`config.mk`:
```
export PLATFORM = sky130hd
export DESIGN_NAME = regfile_writeback
export DESIGN_NICKNAME = d
export VERILOG_FILES = /design/src/rtl/regfile_writeback.sv
export SDC_FILE = /design/constraint.sdc
export NUM_CORES = 1
export LEC_CHECK = 0
export CAP_MARGIN = 20
export CORE_AREA = 3 3 427 429
export CTS_CLUSTER_DIAMETER = 40
export DETAILED_ROUTE_END_ITERATION = 10
export DIE_AREA = 0 0 430 432
export HOLD_SLACK_MARGIN = 0.12
export PLACE_DENSITY_LB_ADDON = 0.1
export SYNTH_ARGS = -nofsm -noshare
export SYNTH_HDL_FRONTEND = slang
export SYNTH_SLANG_ARGS = --single-unit
```
`constraint.sdc`:
```
create_clock -name clk -period 3.3 [get_ports clk]
set_input_delay 0.66 -clock clk [delete_from_list [all_inputs] [get_ports clk]]
set_output_delay 0.66 -clock clk [all_outputs]
set_load 0.05 [all_outputs]
```
`src/rtl/regfile_writeback.sv`:
```
`default_nettype none
// ============================================================================
//  Module      : regfile_writeback
//  Description : Write side of the CPU register file. Decodes the write-back
//                register number into a one-hot enable and stores write-back
//                data into one of 31 architectural registers. Register 0 is
//                hard-wired to zero. All registers are presented in parallel
//                to the rs/rt read-port selectors.
//  Revision    : 1.0 - initial release
// ============================================================================
module regfile_writeback #(
  parameter int WIDTH = 32
) (
  input  logic             clk,
  input  logic             reset,
  input  logic             regwrite,
  input  logic [4:0]       writeaddress,
  input  logic [WIDTH-1:0] writedata,
  output logic [31:0]      wrenable,
  output logic [WIDTH-1:0] reg0,
  output logic [WIDTH-1:0] reg1,
  output logic [WIDTH-1:0] reg2,
  output logic [WIDTH-1:0] reg3,
  output logic [WIDTH-1:0] reg4,
  output logic [WIDTH-1:0] reg5,
  output logic [WIDTH-1:0] reg6,
  output logic [WIDTH-1:0] reg7,
  output logic [WIDTH-1:0] reg8,
  output logic [WIDTH-1:0] reg9,
  output logic [WIDTH-1:0] reg10,
  output logic [WIDTH-1:0] reg11,
  output logic [WIDTH-1:0] reg12,
  output logic [WIDTH-1:0] reg13,
  output logic [WIDTH-1:0] reg14,
  output logic [WIDTH-1:0] reg15,
  output logic [WIDTH-1:0] reg16,
  output logic [WIDTH-1:0] reg17,
  output logic [WIDTH-1:0] reg18,
  output logic [WIDTH-1:0] reg19,
  output logic [WIDTH-1:0] reg20,
  output logic [WIDTH-1:0] reg21,
  output logic [WIDTH-1:0] reg22,
  output logic [WIDTH-1:0] reg23,
  output logic [WIDTH-1:0] reg24,
  output logic [WIDTH-1:0] reg25,
  output logic [WIDTH-1:0] reg26,
  output logic [WIDTH-1:0] reg27,
  output logic [WIDTH-1:0] reg28,
  output logic [WIDTH-1:0] reg29,
  output logic [WIDTH-1:0] reg30,
  output logic [WIDTH-1:0] reg31
);

  // Storage for registers 1..31; register 0 has no storage element.
  logic [WIDTH-1:0] r_regs [1:31];

  // Decode the write address into a one-hot enable. The address is only
  // examined when regwrite is high, so an unknown address with regwrite low
  // still yields an all-zero enable. Bit 0 never asserts.
  always_comb begin
    wrenable = '0;
    if (regwrite) begin
      for (int i = 1; i < 32; i++) begin
        wrenable[i] = (writeaddress == i[4:0]);
      end
    end
  end

  // One register per architectural slot; reset wins over a coincident write.
  generate
    for (genvar gi = 1; gi < 32; gi++) begin : g_reg
      // Load full-width write-back data when this slot is enabled, else hold.
      always_ff @(posedge clk) begin
        if (reset) begin
          r_regs[gi] <= '0;
        end else if (wrenable[gi]) begin
          r_regs[gi] <= writedata;
        end
      end
    end
  endgenerate

  // Parallel register outputs for the read-port selectors.
  assign reg0  = '0;
  assign reg1  = r_regs[1];
  assign reg2  = r_regs[2];
  assign reg3  = r_regs[3];
  assign reg4  = r_regs[4];
  assign reg5  = r_regs[5];
  assign reg6  = r_regs[6];
  assign reg7  = r_regs[7];
  assign reg8  = r_regs[8];
  assign reg9  = r_regs[9];
  assign reg10 = r_regs[10];
  assign reg11 = r_regs[11];
  assign reg12 = r_regs[12];
  assign reg13 = r_regs[13];
  assign reg14 = r_regs[14];
  assign reg15 = r_regs[15];
  assign reg16 = r_regs[16];
  assign reg17 = r_regs[17];
  assign reg18 = r_regs[18];
  assign reg19 = r_regs[19];
  assign reg20 = r_regs[20];
  assign reg21 = r_regs[21];
  assign reg22 = r_regs[22];
  assign reg23 = r_regs[23];
  assign reg24 = r_regs[24];
  assign reg25 = r_regs[25];
  assign reg26 = r_regs[26];
  assign reg27 = r_regs[27];
  assign reg28 = r_regs[28];
  assign reg29 = r_regs[29];
  assign reg30 = r_regs[30];
  assign reg31 = r_regs[31];

endmodule
`default_nettype wire

```
==> results of run 1 <==
metrics by stage:
step | instances | setup WS, ns | util [%]
2_1_floorplan | 2491 | -0.211 | -
3_3_place_gp | 5720 | -0.0629 | 29.6
3_5_place_dp | 5720 | -0.00152 | 29.6
4_1_cts | 6106 | 0.0413 | 33.6
5_1_grt | 6108 | 0.0298 | 33.6
6_report | 6110 | 0.0378 | 33.6
layout by cell type (no fill, tap or decap), types with 13 or more instances in the layout:
cell type,n
buf_12,118
buf_4,96
bufinv_16,35
clkbuf_1,27
clkbuf_16,209
clkdlybuf4s50_1,1029
clkinv_1,27
clkinv_2,27
clkinv_4,13
clkinvlp_4,25
conb_1,33
edfxtp_1,992
inv_6,17
nand2b_2,18
nand2b_4,16
nor2_1,30
nor3_1,918
nor3_2,74
o21bai_4,31
cell type report:
class	count	area, sq um
fillers	17500	119000
flip-flops and latches	992	29800
repair buffers	1243	13400
multi-input cells	1131	6690
clock buffers	236	5330
well taps	2355	2950
clock inverters	150	1870
diodes	3	7.51
power groups by stage:
stage / clock network (mW) / logic (mW) / registers [mW]
6_report: 21.6 / 6.23 / 14.8
5_1_grt: 22.6 / 6.37 / 14.9
4_1_cts: 22.0 / 6.34 / 14.8
3_5_place_dp: 0 / 6.33 / 15.0
3_3_place_gp: 0 / 6.35 / 15.0
2_1_floorplan: 0 / 0.826 / 17.6
per-layer routing:
layer  global-route usage, %  routed length [um]  share of wire, %  vias to the layer above
li1                        -                   -                 -                    11600
met1                    24.4               78300                39                    14400
met2                    36.7              103000                51                     1135
met3                    6.60               14600               7.2                      255
met4                    7.62                7140               3.5                        0
met5                       0                   0                 0                        -
cells by family after synthesis:
logic type | after synthesis | synth area share [%]
buffers and inverters | 368 | 4.33
other | 1 | 0.0100
DFF | 992 | 79.7
AOI/OAI and AO/OA | 31 | 0.622
and+or+nand+nor | 1067 | 15.4
final timing paths:
check	endpoint	cells after the start	slack [ns]
hold / removal	r_regs[0][411]$_SDFFCE_PN0P_	2	0.65
setup / recovery	wrenable[15]	5	0.04
what timing repair did:
action | CTS | global route
setup buffers | 0 | 0
resized for setup | 1 | 0
pin swaps | 0 | 1
setup endpoints to repair | 1 | 1
==> metrics, run 1 <==
Die Span X=430 um; Logic pwr share=14.6%; sw frac=28.6%; Synth top area share=79.7%; status=completed; Post-DRT Antenna Nets=0; maximum buffer depth of the clock tree=3; register area share after synthesis=79.7%; CTS root buffer=clkbuf_16; switching power=12.2 mW; Syn-to-layout area delta=60.5%; Post-DP HPWL=135000 um; grt ovf=0; Critical Path Source=writeaddress[2]; nets@finish=3613; fmax=0.307 GHz; max_cap viols=0; slowest CP cell=clkdlybuf4s50_1; Slew Limit Fails=0; Min-Delay Path Class=in2reg; FP Rows=155; Mapped Cells=2459; crit-path leading delay family=buffers and inverters; Peak VDD IR=0.474 mV; max reg flops=992; CP cell instances=clkdlybuf4s50_1, nand4b_1, buf_12, nor2_1, buf_12; period utilization=98.9%; ys flop type=edfxtp_1; crit-path max FO=8; synth unique cells=18; number of global-route vias before repair=27.4k; Final setup viols=0; dpl cell area=0.0528 sq mm; core region area=0.179 sq mm; total CTS buffers=205; #FFs+latches synth=992; average size of a mapped cell=15.2 sq um; most common library cells after synthesis=992 x edfxtp_1, 918 x nor3_1, 197 x clkbuf_1, 92 x buf_1, 74 x nor3_2; routability cong.=0.776; Design Area, Final=0.0600 sq mm; crit path DAT=2.60 ns; Clk pin slew, worst setup/hold paths=0.05 ns; Pint=30.5 mW; H-tree level count=4; Via density=4.47; hold path startpoint=reset; Synthesis Warnings=0; Hold Buf Count CTS=0; CP dominant cell by count=buf_12; pwr/cell area=711 mW/mm^2; final setup TNS=0 ns; via count=27.3k; IO Pins=1096; layout cell share with drive strength beyond 1=18.4%; CTS tree=yes; first-pass GRT wire length=265000 um; remaining design rule violation count=0; worst hold slack=0.652 ns; Worst Path Required=2.64 ns; biggest regs=r_regs (992); sequential share of power=34.7%; WL per Instance=33.3 um; Max stage delay on crit path=0.81 ns; most frequent cell after synthesis=edfxtp_1; overall power=42.7 mW; post-synth top area cell=edfxtp_1; initial DRC count=2002; largest net degree at the start of global routing=93; PortBufs=1062; initial antenna violation count=11; Area contributors post-synth=edfxtp_1 80%, nor3_1 12%, nor3_2 2.0%; total die area=0.186 sq mm; GR Util All Layers=21.1%; crit path kind=in2out; CP Capture Type=output pin; RSZ-0062 raised after global routing=no; CP Buf/Inv Count=3; drt pass-1 iters=5; power share of the clock group=50.7%; worst slew pin tran=0.859 ns; Slew Limit Headroom=42.7%; Post-synth EDFFs=992; Leak=19.2 nW; CTS Sinks=992; Synth async-reset ratio=0%; Initial Util=20.9%; Hold Fails Final Rpt=0; Die Y=432 um; mapped cell area=0.0374 sq mm; Top reg by flops=r_regs; startpoint types=input pin; Tmin final=3.26 ns; Routed WL=203000 um
Power figures use the tool's default switching activity.
==> run 2, diff against run 1 <==
Settings changed: ABC_AREA set to 1, CORE_AREA 3 3 427 429 to 3 3 430 432, DIE_AREA 0 0 430 432 to 0 0 433 435, HOLD_SLACK_MARGIN 0.12 to not set.
==> run 2 against run 1 <==
The run now ends with setup timing left. Die area is 1.4% higher. Critical path depth is 2 higher. Core utilization decreased by 1.9 points. Fmax decreased by 1.6%. Highest routed layer unchanged.
==> metrics, run 2 <==
Pint=28.4 mW (was 30.5 mW); Worst Path Required=2.64 ns (about the same); CTS root buffer=clkbuf_16 (unchanged); via count=24.7k (was 27.3k); post-synth top area cell=edfxtp_1 (unchanged); Post-DP HPWL=133000 um (was 135000 um); CP Capture Type=output pin (unchanged); switching power=11.5 mW (was 12.2 mW); maximum buffer depth of the clock tree=3 (unchanged); Routed WL=192000 um (was 203000 um); Synth top area share=83.2% (was 79.7%); post-route setup slack=-0.0151 ns (was 0.0378 ns); Clk pin slew, worst setup/hold paths=0.05 ns (about the same); most frequent cells in the layout=1031 x clkdlybuf4s50_1, 1024 x nor2_1, 992 x edfxtp_1, 188 x clkbuf_16, 101 x buf_12 (was 1029 x clkdlybuf4s50_1, 992 x edfxtp_1, 918 x nor3_1, 209 x clkbuf_16, 118 x buf_12); biggest regs=r_regs (992) (unchanged); Hold Path Depth=3 (was 2); initial DRC count=1910 (was 2002); remaining design rule violation count=0 (unchanged); Logic pwr share=14.3% (was 14.6%); period utilization=100% (was 98.9%); fmax=0.302 GHz (was 0.307 GHz); crit-path max FO=3 (was 8); Via density=4.03 (was 4.47); Die Span X=433 um (was 430 um); crit path kind=in2out (unchanged); Top reg by flops=r_regs (unchanged); Design Area, Final=0.0573 sq mm (was 0.0600 sq mm); H-tree level count=4 (unchanged); Tmin final=3.32 ns (was 3.26 ns); Slew Limit Headroom=46.3% (was 42.7%); core region area=0.181 sq mm (was 0.179 sq mm); Mapped Cells=2397 (was 2459); Initial Util=19.8% (was 20.9%); power share of the clock group=48.6% (was 50.7%); pwr/cell area=696 mW/mm^2 (was 711 mW/mm^2); CP cell instances=clkdlybuf4s50_1, inv_1, nand2_2, inv_1, nand2_1, nor2_1, buf_12 (was clkdlybuf4s50_1, nand4b_1, buf_12, nor2_1, buf_12); Fillers=18.0k (was 17.5k); most common library cells after synthesis=1025 x nor2_1, 992 x edfxtp_1, 102 x clkbuf_1, 66 x buf_2, 48 x buf_4 (was 992 x edfxtp_1, 918 x nor3_1, 197 x clkbuf_1, 92 x buf_1, 74 x nor3_2); failing checks=setup timing; total CTS buffers=186 (was 205); commonest non-fill, non-tap cell in the layout=clkdlybuf4s50_1 (unchanged); Area contributors post-synth=edfxtp_1 83%, nor2_1 11%, clkbuf_1 1.1% (was edfxtp_1 80%, nor3_1 12%, nor3_2 2.0%); crit path DAT=2.66 ns (was 2.60 ns); CTS Sinks=992 (unchanged); Max stage delay on crit path=0.60 ns (was 0.81 ns); startpoint types=input pin (unchanged); IO Pins=1096 (unchanged); synth unique cells=19 (was 18); Die Y=435 um (was 432 um); Synthesis Warnings=0 (unchanged); Post-Layout Cell Count=6130 (was 6110); RSZ-0062 raised after global routing=no (unchanged); first-pass GRT wire length=248000 um (was 265000 um); mapped cell area=0.0358 sq mm (was 0.0374 sq mm); nets@finish=3634 (was 3613); hold path endpoint=r_regs[0][434]$_SDFFCE_PN0P_ (was r_regs[0][411]$_SDFFCE_PN0P_); initial antenna violation count=13 (was 11); sw frac=28.7% (was 28.6%); layout cell share with drive strength beyond 1=15.7% (was 18.4%); sequential share of power=37.1% (was 34.7%); Post-DRT Antenna Nets=0 (unchanged); Syn-to-layout area delta=60.1% (was 60.5%); dpl cells=5776 (was 5720); total die area=0.188 sq mm (was 0.186 sq mm); GR Util All Layers=19.9% (was 21.1%); Hold Buf Count CTS=0 (unchanged); slowest CP cell=clkdlybuf4s50_1 (unchanged); max reg flops=992 (unchanged); hold path startpoint=writedata[18] (was reset); register area share after synthesis=83.2% (was 79.7%); PortBufs=1062 (unchanged); WL per Instance=31.3 um (was 33.3 um); average size of a mapped cell=14.9 sq um (was 15.2 sq um); Final setup viols=1 (was 0); Post-synth EDFFs=992 (unchanged); dpl cell area=0.0509 sq mm (was 0.0528 sq mm); Leak=20.6 nW (was 19.2 nW); largest net degree at the start of global routing=34 (was 93); CP dominant cell by count=inv_1 (was buf_12); ys flop type=edfxtp_1 (unchanged); routability cong.=0.748 (was 0.776); #FFs+latches synth=992 (unchanged); Slew Limit Fails=0 (unchanged); Min-Delay Path Class=in2reg (unchanged); Final Util=31.7% (was 33.6%); FP Rows=156 (was 155); most frequent cell after synthesis=nor2_1 (was edfxtp_1); Peak VDD IR=0.457 mV (was 0.474 mV); CTS tree=yes (unchanged); number of global-route vias before repair=24.2k (was 27.4k); max_cap viols=0 (unchanged); grt ovf=0 (unchanged); status=finished, violations left (was completed); Synth async-reset ratio=0% (unchanged); Hold Fails Final Rpt=0 (unchanged); drt pass-1 iters=5 (unchanged); worst slew pin tran=0.805 ns (was 0.859 ns); Setup Buffers After CTS=0 (unchanged)
-- run 2: worst max path at each step --
stage,start,cells after the start,end,slack [ns]
5_1_grt,writeaddress[3],7,wrenable[21],0.004
6_report,writeaddress[3],7,wrenable[21],-0.02
2_1_floorplan,writeaddress[4],6,r_regs[0][100]$_SDFFCE_PN0P_,-0.66
3_3_place_gp,regwrite,7,r_regs[0][770]$_SDFFCE_PN0P_,-0.30
4_1_cts,regwrite,5,wrenable[21],0.008
3_5_place_dp,regwrite,7,r_regs[0][778]$_SDFFCE_PN0P_,-0.32
-- run 2: repair_timing --
action	in CTS	in global routing
setup endpoints to repair	1	1
gates cloned	0	0
gates resized for setup	1	1
-- run 2: logic make-up after synthesis --
family / after synthesis / share of synthesized area [%]
AOI/OAI and AO/OA: 31 / 0.434
buffers and inverters: 288 / 4.11
DFF: 992 / 83.2
other: 1 / 0.0105
and+or+nand+nor: 1085 / 12.2
-- run 2: metrics by stage --
step	hold slack, ns	total power, mW	setup WS, ns	TNS, ns
2_1_floorplan	0.899	18.2	-0.659	-129.08
3_3_place_gp	1.46	20.9	-0.295	-32.51
3_5_place_dp	1.47	20.8	-0.322	-32.97
4_1_cts	0.549	40.4	0.00806	0
5_1_grt	0.580	41.0	0.00428	0
6_report	0.633	39.9	-0.0151	-0.0151
-- run 2: layout make-up --
type | count | area [sq um] | share of cell area, %
Inverter | 54 | 208 | 0.362
Multi-Input combinational cell | 1149 | 5020 | 8.76
Clock inverter | 136 | 1580 | 2.76
Tap cell | 2370 | 2970 | 5.17
Antenna cell | 6 | 15.0 | 0.0262
Clock buffer | 212 | 4790 | 8.37
Sequential cell | 992 | 29800 | 52.0
Timing Repair Buffer | 1211 | 12900 | 22.6
-- run 2: critical path, delay by kind of cell --
family,cells,cell delay [ns]
buffers and inverters,4,1.08
AND/OR/NAND/NOR,3,0.91
-- run 2: metal layers --
| layer | share of wire, % | track usage [%] | vias up |
|---|---|---|---|
| li1 | - | - | 10600 |
| met1 | 37 | 22.3 | 12900 |
| met2 | 52 | 35.7 | 1052 |
| met3 | 7.2 | 5.95 | 221 |
| met4 | 3.1 | 6.48 | 0 |
| met5 | 0 | 0 | - |
-- run 2: power groups by stage --
stage	Sequential (mW)	Combinational, mW	Clock, mW
after floorplan	17.6	0.567	0
after global placement	15.0	5.83	0
after detailed placement	15.0	5.81	0
after CTS	14.8	5.82	19.8
after global routing	14.9	5.82	20.3
final	14.8	5.71	19.4
